==> config.mk <==
export PLATFORM = sky130hd
export DESIGN_NAME = kypd_scanner
export DESIGN_NICKNAME = d
export VERILOG_FILES = /design/src/rtl/kypd_scanner.sv
export SDC_FILE = /design/constraint.sdc
export NUM_CORES = 1
export LEC_CHECK = 0
export ABC_AREA = 1
export CORE_MARGIN = 4
export CORE_UTILIZATION = 64
export DETAILED_ROUTE_END_ITERATION = 8
export GPL_ROUTABILITY_DRIVEN = 0
export PLACE_DENSITY = 0.94
export SYNTH_ARGS = -nofsm -noshare
export SYNTH_HDL_FRONTEND = slang
export SYNTH_SLANG_ARGS = --single-unit
==> constraint.sdc <==
create_clock -name CLK -period 6.9 [get_ports CLK]
set_input_delay 1.38 -clock CLK [delete_from_list [all_inputs] [get_ports CLK]]
set_output_delay 1.38 -clock CLK [all_outputs]
set_load 0.005 [all_outputs]
==> src/rtl/kypd_scanner.sv <==
// rtl/kypd_scanner.sv - 4x4 matrix keypad scanner with debounce and valid/ack key handshake
// Optional feature macro: KYPD_ACCUM_EN builds a 16-bit hex shift-in accumulator on VALUE;
// without it VALUE is tied to zero and no accumulator registers exist.

module kypd_scanner #(
  parameter int SCAN_DIV       = 50000,
  parameter int DEBOUNCE_SCANS = 4
) (
  input  logic        CLK,
  input  logic        RST,
  input  logic [3:0]  ROWS,
  output logic [3:0]  COLS,
  output logic [3:0]  KEY_CODE,
  output logic        KEY_VALID,
  input  logic        KEY_ACK,
  output logic        KEY_DOWN,
  output logic        OVERRUN,
  output logic [15:0] VALUE
);

  localparam int             DW       = (SCAN_DIV > 1) ? $clog2(SCAN_DIV) : 1;
  localparam logic [DW-1:0]  DIV_LAST = DW'(SCAN_DIV - 1);
  localparam logic [3:0]     DEB_N    = 4'(DEBOUNCE_SCANS);

  typedef enum logic [1:0] {
    S_IDLE     = 2'd0,
    S_DEBOUNCE = 2'd1,
    S_PRESSED  = 2'd2
  } state_t;

  // Key code for a pressed position, position index = column*4 + row.
  function automatic logic [3:0] key_map(input logic [3:0] pos);
    logic [3:0] k;
    case (pos)
      4'd0:  k = 4'h1;
      4'd1:  k = 4'h4;
      4'd2:  k = 4'h7;
      4'd3:  k = 4'h0;
      4'd4:  k = 4'h2;
      4'd5:  k = 4'h5;
      4'd6:  k = 4'h8;
      4'd7:  k = 4'hF;
      4'd8:  k = 4'h3;
      4'd9:  k = 4'h6;
      4'd10: k = 4'h9;
      4'd11: k = 4'hE;
      4'd12: k = 4'hA;
      4'd13: k = 4'hB;
      4'd14: k = 4'hC;
      default: k = 4'hD;
    endcase
    return k;
  endfunction

  logic [3:0]    rows_meta;
  logic [3:0]    rows_sync;
  logic [DW-1:0] div_cnt;
  logic [1:0]    col_idx;
  logic          col_last;
  logic          scan_end;
  logic [11:0]   samp;
  logic [15:0]   hits;
  logic [1:0]    hit_n;
  logic [3:0]    hit_pos;
  logic          cls_none;
  logic          cls_single;
  logic [3:0]    cur_code;
  state_t        state;
  logic [3:0]    cand;
  logic [3:0]    deb_cnt;
  logic [3:0]    rel_cnt;
  logic          accept_now;

  // Two-flop synchroniser for the asynchronous, pulled-up row lines.
  always_ff @(posedge CLK or posedge RST) begin
    if (RST) begin
      rows_meta <= 4'hF;
      rows_sync <= 4'hF;
    end else begin
      rows_meta <= ROWS;
      rows_sync <= rows_meta;
    end
  end

  assign col_last = (div_cnt == DIV_LAST);
  assign scan_end = col_last && (col_idx == 2'd3);

  // Column timer: each column is strobed low for SCAN_DIV cycles, then the strobe rotates.
  always_ff @(posedge CLK or posedge RST) begin
    if (RST) begin
      div_cnt <= '0;
      col_idx <= 2'd0;
      COLS    <= 4'b1110;
    end else if (col_last) begin
      div_cnt <= '0;
      col_idx <= col_idx + 2'd1;
      COLS    <= {COLS[2:0], COLS[3]};
    end else begin
      div_cnt <= div_cnt + 1'b1;
    end
  end

  // Latch pressed-row bits of columns 0..2; column 3 is used live at scan end.
  always_ff @(posedge CLK or posedge RST) begin
    if (RST) begin
      samp <= '0;
    end else if (col_last) begin
      case (col_idx)
        2'd0:    samp[3:0]  <= ~rows_sync;
        2'd1:    samp[7:4]  <= ~rows_sync;
        2'd2:    samp[11:8] <= ~rows_sync;
        default: samp       <= samp;
      endcase
    end
  end

  assign hits = {~rows_sync, samp};

  // Classify the full scan: count pressed positions (saturating at 2) and remember one position.
  always_comb begin
    hit_n   = 2'd0;
    hit_pos = 4'd0;
    for (int i = 0; i < 16; i++) begin
      if (hits[i]) begin
        if (hit_n != 2'd2) hit_n = hit_n + 2'd1;
        hit_pos = 4'(i);
      end
    end
  end

  assign cls_none   = (hit_n == 2'd0);
  assign cls_single = (hit_n == 2'd1);
  assign cur_code   = key_map(hit_pos);

  // Acceptance happens on the scan end that completes press debounce.
  always_comb begin
    accept_now = 1'b0;
    if (scan_end && cls_single) begin
      case (state)
        S_IDLE:     accept_now = (DEB_N == 4'd1);
        S_DEBOUNCE: accept_now = (cur_code == cand) && ((deb_cnt + 4'd1) == DEB_N);
        default:    accept_now = 1'b0;
      endcase
    end
  end

  // Debounce FSM plus the registered key handshake outputs.
  always_ff @(posedge CLK or posedge RST) begin
    if (RST) begin
      state     <= S_IDLE;
      cand      <= 4'd0;
      deb_cnt   <= 4'd0;
      rel_cnt   <= 4'd0;
      KEY_CODE  <= 4'd0;
      KEY_VALID <= 1'b0;
      KEY_DOWN  <= 1'b0;
      OVERRUN   <= 1'b0;
    end else begin
      if (scan_end) begin
        case (state)
          S_IDLE: begin
            if (cls_single) begin
              cand <= cur_code;
              if (accept_now) begin
                state   <= S_PRESSED;
                rel_cnt <= 4'd0;
              end else begin
                state   <= S_DEBOUNCE;
                deb_cnt <= 4'd1;
              end
            end
          end
          S_DEBOUNCE: begin
            if (cls_single && cur_code == cand) begin
              if (accept_now) begin
                state   <= S_PRESSED;
                deb_cnt <= 4'd0;
                rel_cnt <= 4'd0;
              end else begin
                deb_cnt <= deb_cnt + 4'd1;
              end
            end else begin
              state   <= S_IDLE;
              deb_cnt <= 4'd0;
            end
          end
          S_PRESSED: begin
            // Only a completely empty scan counts towards release; anything else restarts it.
            if (cls_none) begin
              if ((rel_cnt + 4'd1) == DEB_N) begin
                state    <= S_IDLE;
                rel_cnt  <= 4'd0;
                KEY_DOWN <= 1'b0;
              end else begin
                rel_cnt <= rel_cnt + 4'd1;
              end
            end else begin
              rel_cnt <= 4'd0;
            end
          end
          default: begin
            state   <= S_IDLE;
            deb_cnt <= 4'd0;
            rel_cnt <= 4'd0;
          end
        endcase
      end

      // A new key beats a coincident ack; overrun only latches when the old key was never acked.
      if (accept_now) begin
        KEY_CODE  <= cur_code;
        KEY_VALID <= 1'b1;
        KEY_DOWN  <= 1'b1;
        OVERRUN   <= !KEY_ACK && (OVERRUN || KEY_VALID);
      end else if (KEY_ACK) begin
        KEY_VALID <= 1'b0;
        OVERRUN   <= 1'b0;
      end
    end
  end

`ifdef KYPD_ACCUM_EN
  logic [15:0] accum;

  // Shift each accepted digit into the low nibble; cleared only by reset.
  always_ff @(posedge CLK or posedge RST) begin
    if (RST) begin
      accum <= 16'h0000;
    end else if (accept_now) begin
      accum <= {accum[11:0], cur_code};
    end
  end

  assign VALUE = accum;
`else
  assign VALUE = 16'h0000;
`endif

endmodule

# Word level (Yosys, flattened, before mapping)
# Memories as Yosys holds them, arrays and structs flattened.
# Index checks and enable logic that the tools add are counted.
[classes] n_bitwise=2 n_eq_ne=31 addsub=19 n_reduce_logical=23 muxes=75
[op_table] operator="$mux 4" n=23
[op_table] operator="$mux 2" n=36
[op_table] operator="$ne 2x2->1 const B" n=20
[op_table] operator="$add 2x1->2 const B" n=16
[op_table] operator="$pmux 4 s3" n=2
[op_table] operator="$add 16x1->16 const B" n=1
[op_table] operator="$eq 16x16->1 const B" n=1
[op_table] operator="$mux 16" n=1
[op_table] operator="$mux 1" n=12
[op_table] operator="$reduce_bool 2->1" n=5
[op_table] operator="$add 4x1->4 const B" n=2
[op_table] operator="$eq 4x3->1 const B" n=2
[op_table] operator="$reduce_and 4->1" n=2
[op_table] operator="$eq 2x1->1 const B" n=3
[op_table] operator="$eq 2x2->1 const B" n=3
[op_table] operator="$logic_not 2->1" n=3
[op_table] operator="$pmux 2 s3" n=1
[op_table] operator="$reduce_and 2->1" n=3
[op_table] operator="$reduce_and 3->1" n=2
[op_table] operator="$logic_and 1x1->1" n=5
[op_table] operator="$reduce_and 5->1" n=1
[op_table] operator="$eq 4x4->1" n=1
[op_table] operator="$not 4->4" n=1
[op_table] operator="$ne 3x3->1 const B" n=1
[op_table] operator="3 further kinds" n=3
[totals] register_bits=63 elab_cells=167 inputBits=7 memories=1 mem_bits_ro=64
[mem_list] name="(name not given)" depth=16 width=4 rd=1 rd_ports_with_merged_regs=0 wr=0 line_no="34" text="case (pos)"

# Longest topological paths before layout
[depth] ltp_word=52 mapped_depth=52

# Least setup slack after synthesis
# OpenSTA, ideal clock, no wires.
[synth_path] path_type="reg-to-reg" startpoint="reg samp[0]" endpoint="reg deb_cnt[0]" setup_slack_ns=2.517 n_path_buf=0 arrival_time_ns=4.262 stages_incl_launch_ff=44 t_required_ns=6.779 synth_period_minus_slack_ns=4.383 path_cell_list="dfrtp_1 -> inv_1 -> ha_1 -> inv_1 -> nand2_4 -> nand3_1 -> nand2_1 -> nor2_1 -> nand3_1 -> nand2_1 -> nand2_1 -> nand3_1 -> nand3_1 -> nand3_2 -> nand2_1 -> o21ai_4 -> nand3_1 -> nand2_1 -> [8 not listed] -> inv_2 -> nand2_1 -> nand3_1 -> nand2_1 -> nand2_1 -> nand2_1 -> nand2_1 -> nand2_1 -> nand2_2 -> ha_1 -> inv_1 -> nand2_1 -> nand2_4 -> nand3_4 -> nand2_2 -> nand2_1 -> a21oi_1 -> nand2_1"
[synth_via] elab_chain_cells=52 word_cells_on_any_way=71 cone_classes="add/sub: 15; eq/ne: 18; mux: 35; reduce/logical: 3"
[synth_rtl] element="start, declared" line_no="61" text="logic [11:0] samp;"
[synth_rtl] element="start signal, assigned" line_no="109" text="2'd0: samp[3:0] <= ~rows_sync;"
[synth_rtl] element="start signal, assigned" line_no="112" text="default: samp <= samp;"
[synth_rtl] element="$mux 1 *" line_no="124" text="if (hits[i]) begin"
[synth_rtl] element="$add 2x1->2 / $ne 2x2->1 (equally long branches)" line_no="125" text="if (hit_n != 2'd2) hit_n = hit_n + 2'd1;"
[synth_rtl] element="$mux 2" line_no="125"
[synth_rtl] element="$mux 2 *" line_no="124"
[synth_rtl] element="$add 2x1->2 / $ne 2x2->1 (equally long branches)" line_no="125"
[synth_rtl] element="$mux 2" line_no="125"
[synth_rtl] element="$mux 2 *" line_no="124"
[synth_rtl] element="$add 2x1->2 / $ne 2x2->1 (equally long branches)" line_no="125"
[synth_rtl] element="[36 not listed]"
[synth_rtl] element="$mux 2" line_no="125"
[synth_rtl] element="$mux 2 *" line_no="124"
[synth_rtl] element="$eq 2x1->1 *" line_no="132" text="assign cls_single = (hit_n == 2'd1);"
[synth_rtl] element="$logic_and 1x1->1" line_no="138" text="if (scan_end && cls_single) begin"
[synth_rtl] element="$mux 1" line_no="138"
[synth_rtl] element="$mux 4" line_no="175" text="if (accept_now) begin"
[synth_rtl] element="$mux 4" line_no="174" text="if (cls_single && cur_code == cand) begin"
[synth_rtl] element="$pmux 4 s3" line_no="160" text="case (state)"
[synth_rtl] element="end signal, assigned" line_no="180" text="deb_cnt <= deb_cnt + 4'd1;"
[synth_rtl] element="end, declared" line_no="70" text="logic [3:0] deb_cnt;"
# Mark *: on every way between the ends. The rest lies on a longest branch, timed or not.
# A chain may end at the register's enable or synchronous reset.

# Worst setup path in the final report
# Same ends and word-level chain as after synthesis.

==> qor.yml <==
grt_pass1_vias: 4125
globalRoute.totalOverflow: 0
hold_path.class: "flip-flop to flip-flop"
area_delta_synth_final_pct: 7.593
setup_slack_ns: 1.597
synth_area_mm2: 0.004663
syn_area_per_cell_um2: 6.878
postSynth.asyncResetShare: 1.000
finalCritPeriodShare: 0.7685
rsz0062_at_grt: "no"
nNetsFinal: 714
fin_area_mm2: 0.005017
combPwrFrac: 0.058
start_util: 0.6715
worstPathRequired_ns: 7.13
final_common_cell: "nand2_1"
grt_max_degree: 64
cts_sinks: 63
post_cts.resized_instances: 0
final_cell_mix: "213 x nand2_1, 66 x inv_1, 63 x nand3_1"
cellLeakagePower_nw: 2.494
final_util: 0.7225
cp_slowest_cell: "dfrtp_1"
start_kind: "flip-flop"
finalSetupTns_ns: 0
rows: 30
whs_ns: 0.3568
crit_arrival_ns: 5.53
seq_power_share: 0.510
num_io_pins: 34
ys_seq_elements: 63
synthCells: 678
ir_drop_mv: 0.2086
vias: 4308
hold_viol: 0
die_w_um: 93.36
grt.total_usage: 0.2453
worst_slew_pin_slew_ns: 0.7589
path_clk_slew_ns: 0.07
die_h_um: 93.36
p_clk_frac: 0.432
drv_cap: 0
yosys_warnings: 0
crit_fanout: 12
instances_no_fill: 792
criticalPathCategory: "flip-flop to flip-flop"
dpl_cell_area_mm2: 0.004818
htree_levels: 3
grt_antenna_before_repair: 0
post-cts-setup-buffers: 0
cts_hold_buf: 0
crit_path_end_kind: "flip-flop"
crit_path_frequent_cell: "nand2_1"
cts_tree: "yes"
clock_latency_ns: 0.34
grt_pass1_wl_mm: 17.60
finalSetupViolCount: 0
p_switching_uw: 178.5
slew_headroom: 0.4941
r2r_slack_ns: 1.60
drt_iter0_drc: 290
synth-edff-count: 0
switching_share: 0.2408
post-place-ws_ns: 1.683
routed_wl_mm: 9.907
ant_nets: 0
antenna_cells: 0
via_per_inst: 5.439
drcViolationCount: 0
coreArea_mm2: 0.006944
drive_above_1_share: 0.1537
clockBufferDepth: 2
fillers: 507
crit_path_max_incr_delay_ns: 0.41
cts_buffers: 9
finalPower_uw: 741.3
clock-skew-final_ns: 0.006313
finalCriticalPeriod_ns: 5.303
status: "finished, final reports clean"
portBuffers: 17
root_buffer: "clkbuf_8"
die_area_mm2: 0.008716
ys_seq_area_frac: 0.3410
ys_types: 40
dp_hpwl_mm: 7.270
synth_flop_cell: "dfrtp_1"
fmax_mhz: 188.6
cellPowerDensity_mw_per_mm2: 147.8
post_drt_wl_per_cell_um: 12.51
placed_cells: 776
drv_slew: 0
first_pass_iters: 5
power.internal_uw: 562.8
-- final timing paths --
kind                               from  cells after the start            to
max reg2reg                     samp[0]                     43    deb_cnt[0]
max in group asynchronous           RST                      3    div_cnt[7]
min                        rows_meta[0]                      0  rows_sync[0]
min in group asynchronous           RST                      3       OVERRUN
max                             samp[0]                     43    deb_cnt[0]
min reg2reg                rows_meta[0]                      0  rows_sync[0]
-- sequential cells by signal, summed over array words and instances (netlist names), 4 cells and up --
signal,cells
div_cnt,16
samp,12
COLS,4
KEY_CODE,4
cand,4
deb_cnt,4
rel_cnt,4
rows_meta,4
rows_sync,4
-- power groups by stage --
| stage | Sequential (mW) | Combinational (mW) | Clock [mW] |
|---|---|---|---|
| after floorplan | 0.381 | 0.0398 | 0 |
| after global placement | 0.384 | 0.0399 | 0 |
| after detailed placement | 0.384 | 0.0422 | 0 |
| after global routing | 0.378 | 0.0490 | 0.342 |
| final | 0.378 | 0.0429 | 0.320 |
| after CTS | 0.378 | 0.0430 | 0.321 |
-- cell families after synthesis --
kind of cell / share of synthesized area
AO/OA/AOI/OAI: 0.09176
AND/OR/NAND/NOR: 0.3958
flip-flops: 0.3410
buffers and inverters: 0.1089
other: 0.0008042
adder cells (fa/ha/maj): 0.04293
XOR/XNOR: 0.01878
-- Yosys cell counts (2+ instances only) --
cell      instances  area share
or2_2             3      0.0040
nor3b_1           2      0.0032
nor2_4            2      0.0048
nand2_4           4      0.0097
o21ai_2           2      0.0038
buf_4            17       0.027
nand2_2          34       0.046
or3_1             2      0.0027
dfrtp_1          52        0.28
o21ai_0          38       0.041
nor2_2            8       0.011
nand2_1         213        0.17
xnor2_1           4      0.0075
buf_2             9      0.0097
ha_1             16       0.043
nand3_1          63       0.068
xor2_1            6       0.011
inv_2            12      0.0097
nor3_1           10       0.011
nor4_1            3      0.0040
nor2_1           38       0.031
o21ai_1          17       0.018
nand4_1           7      0.0094
nand3_2           6       0.013
inv_1            67       0.054
clkbuf_1          4      0.0032
dfstp_2          11       0.062
a21oi_1          16       0.017
-- per-layer routing --
metal	global-route usage	up-vias	wire [um]
met5	0	-	0
met4	0.08913	0	199
met3	0.03862	29	352
met2	0.4497	109	5079
met1	0.2866	2018	4276
li1	-	2152	-
-- worst max-delay path: cells and delay by family, from the launching register on --
family,cells,cell delay [ns]
AND/OR/NAND/NOR,33,3.29
adder cells (fa/ha/maj),2,0.59
buffers and inverters,6,0.48
AO/OA/AOI/OAI,2,0.44
flip-flops,1,0.41
-- layout make-up --
class / count / area (um2) / area share
well taps: 96 / 120.1 / 0.02394
inverters: 81 / 309.0 / 0.06160
clock inverters: 5 / 57.56 / 0.01147
flip-flops and latches: 63 / 1590 / 0.3170
repair buffers: 18 / 177.7 / 0.03541
clock buffers: 11 / 141.4 / 0.02818
multi-input cells: 518 / 2621 / 0.5224
Note: power is estimated with default switching activity, not from simulation.
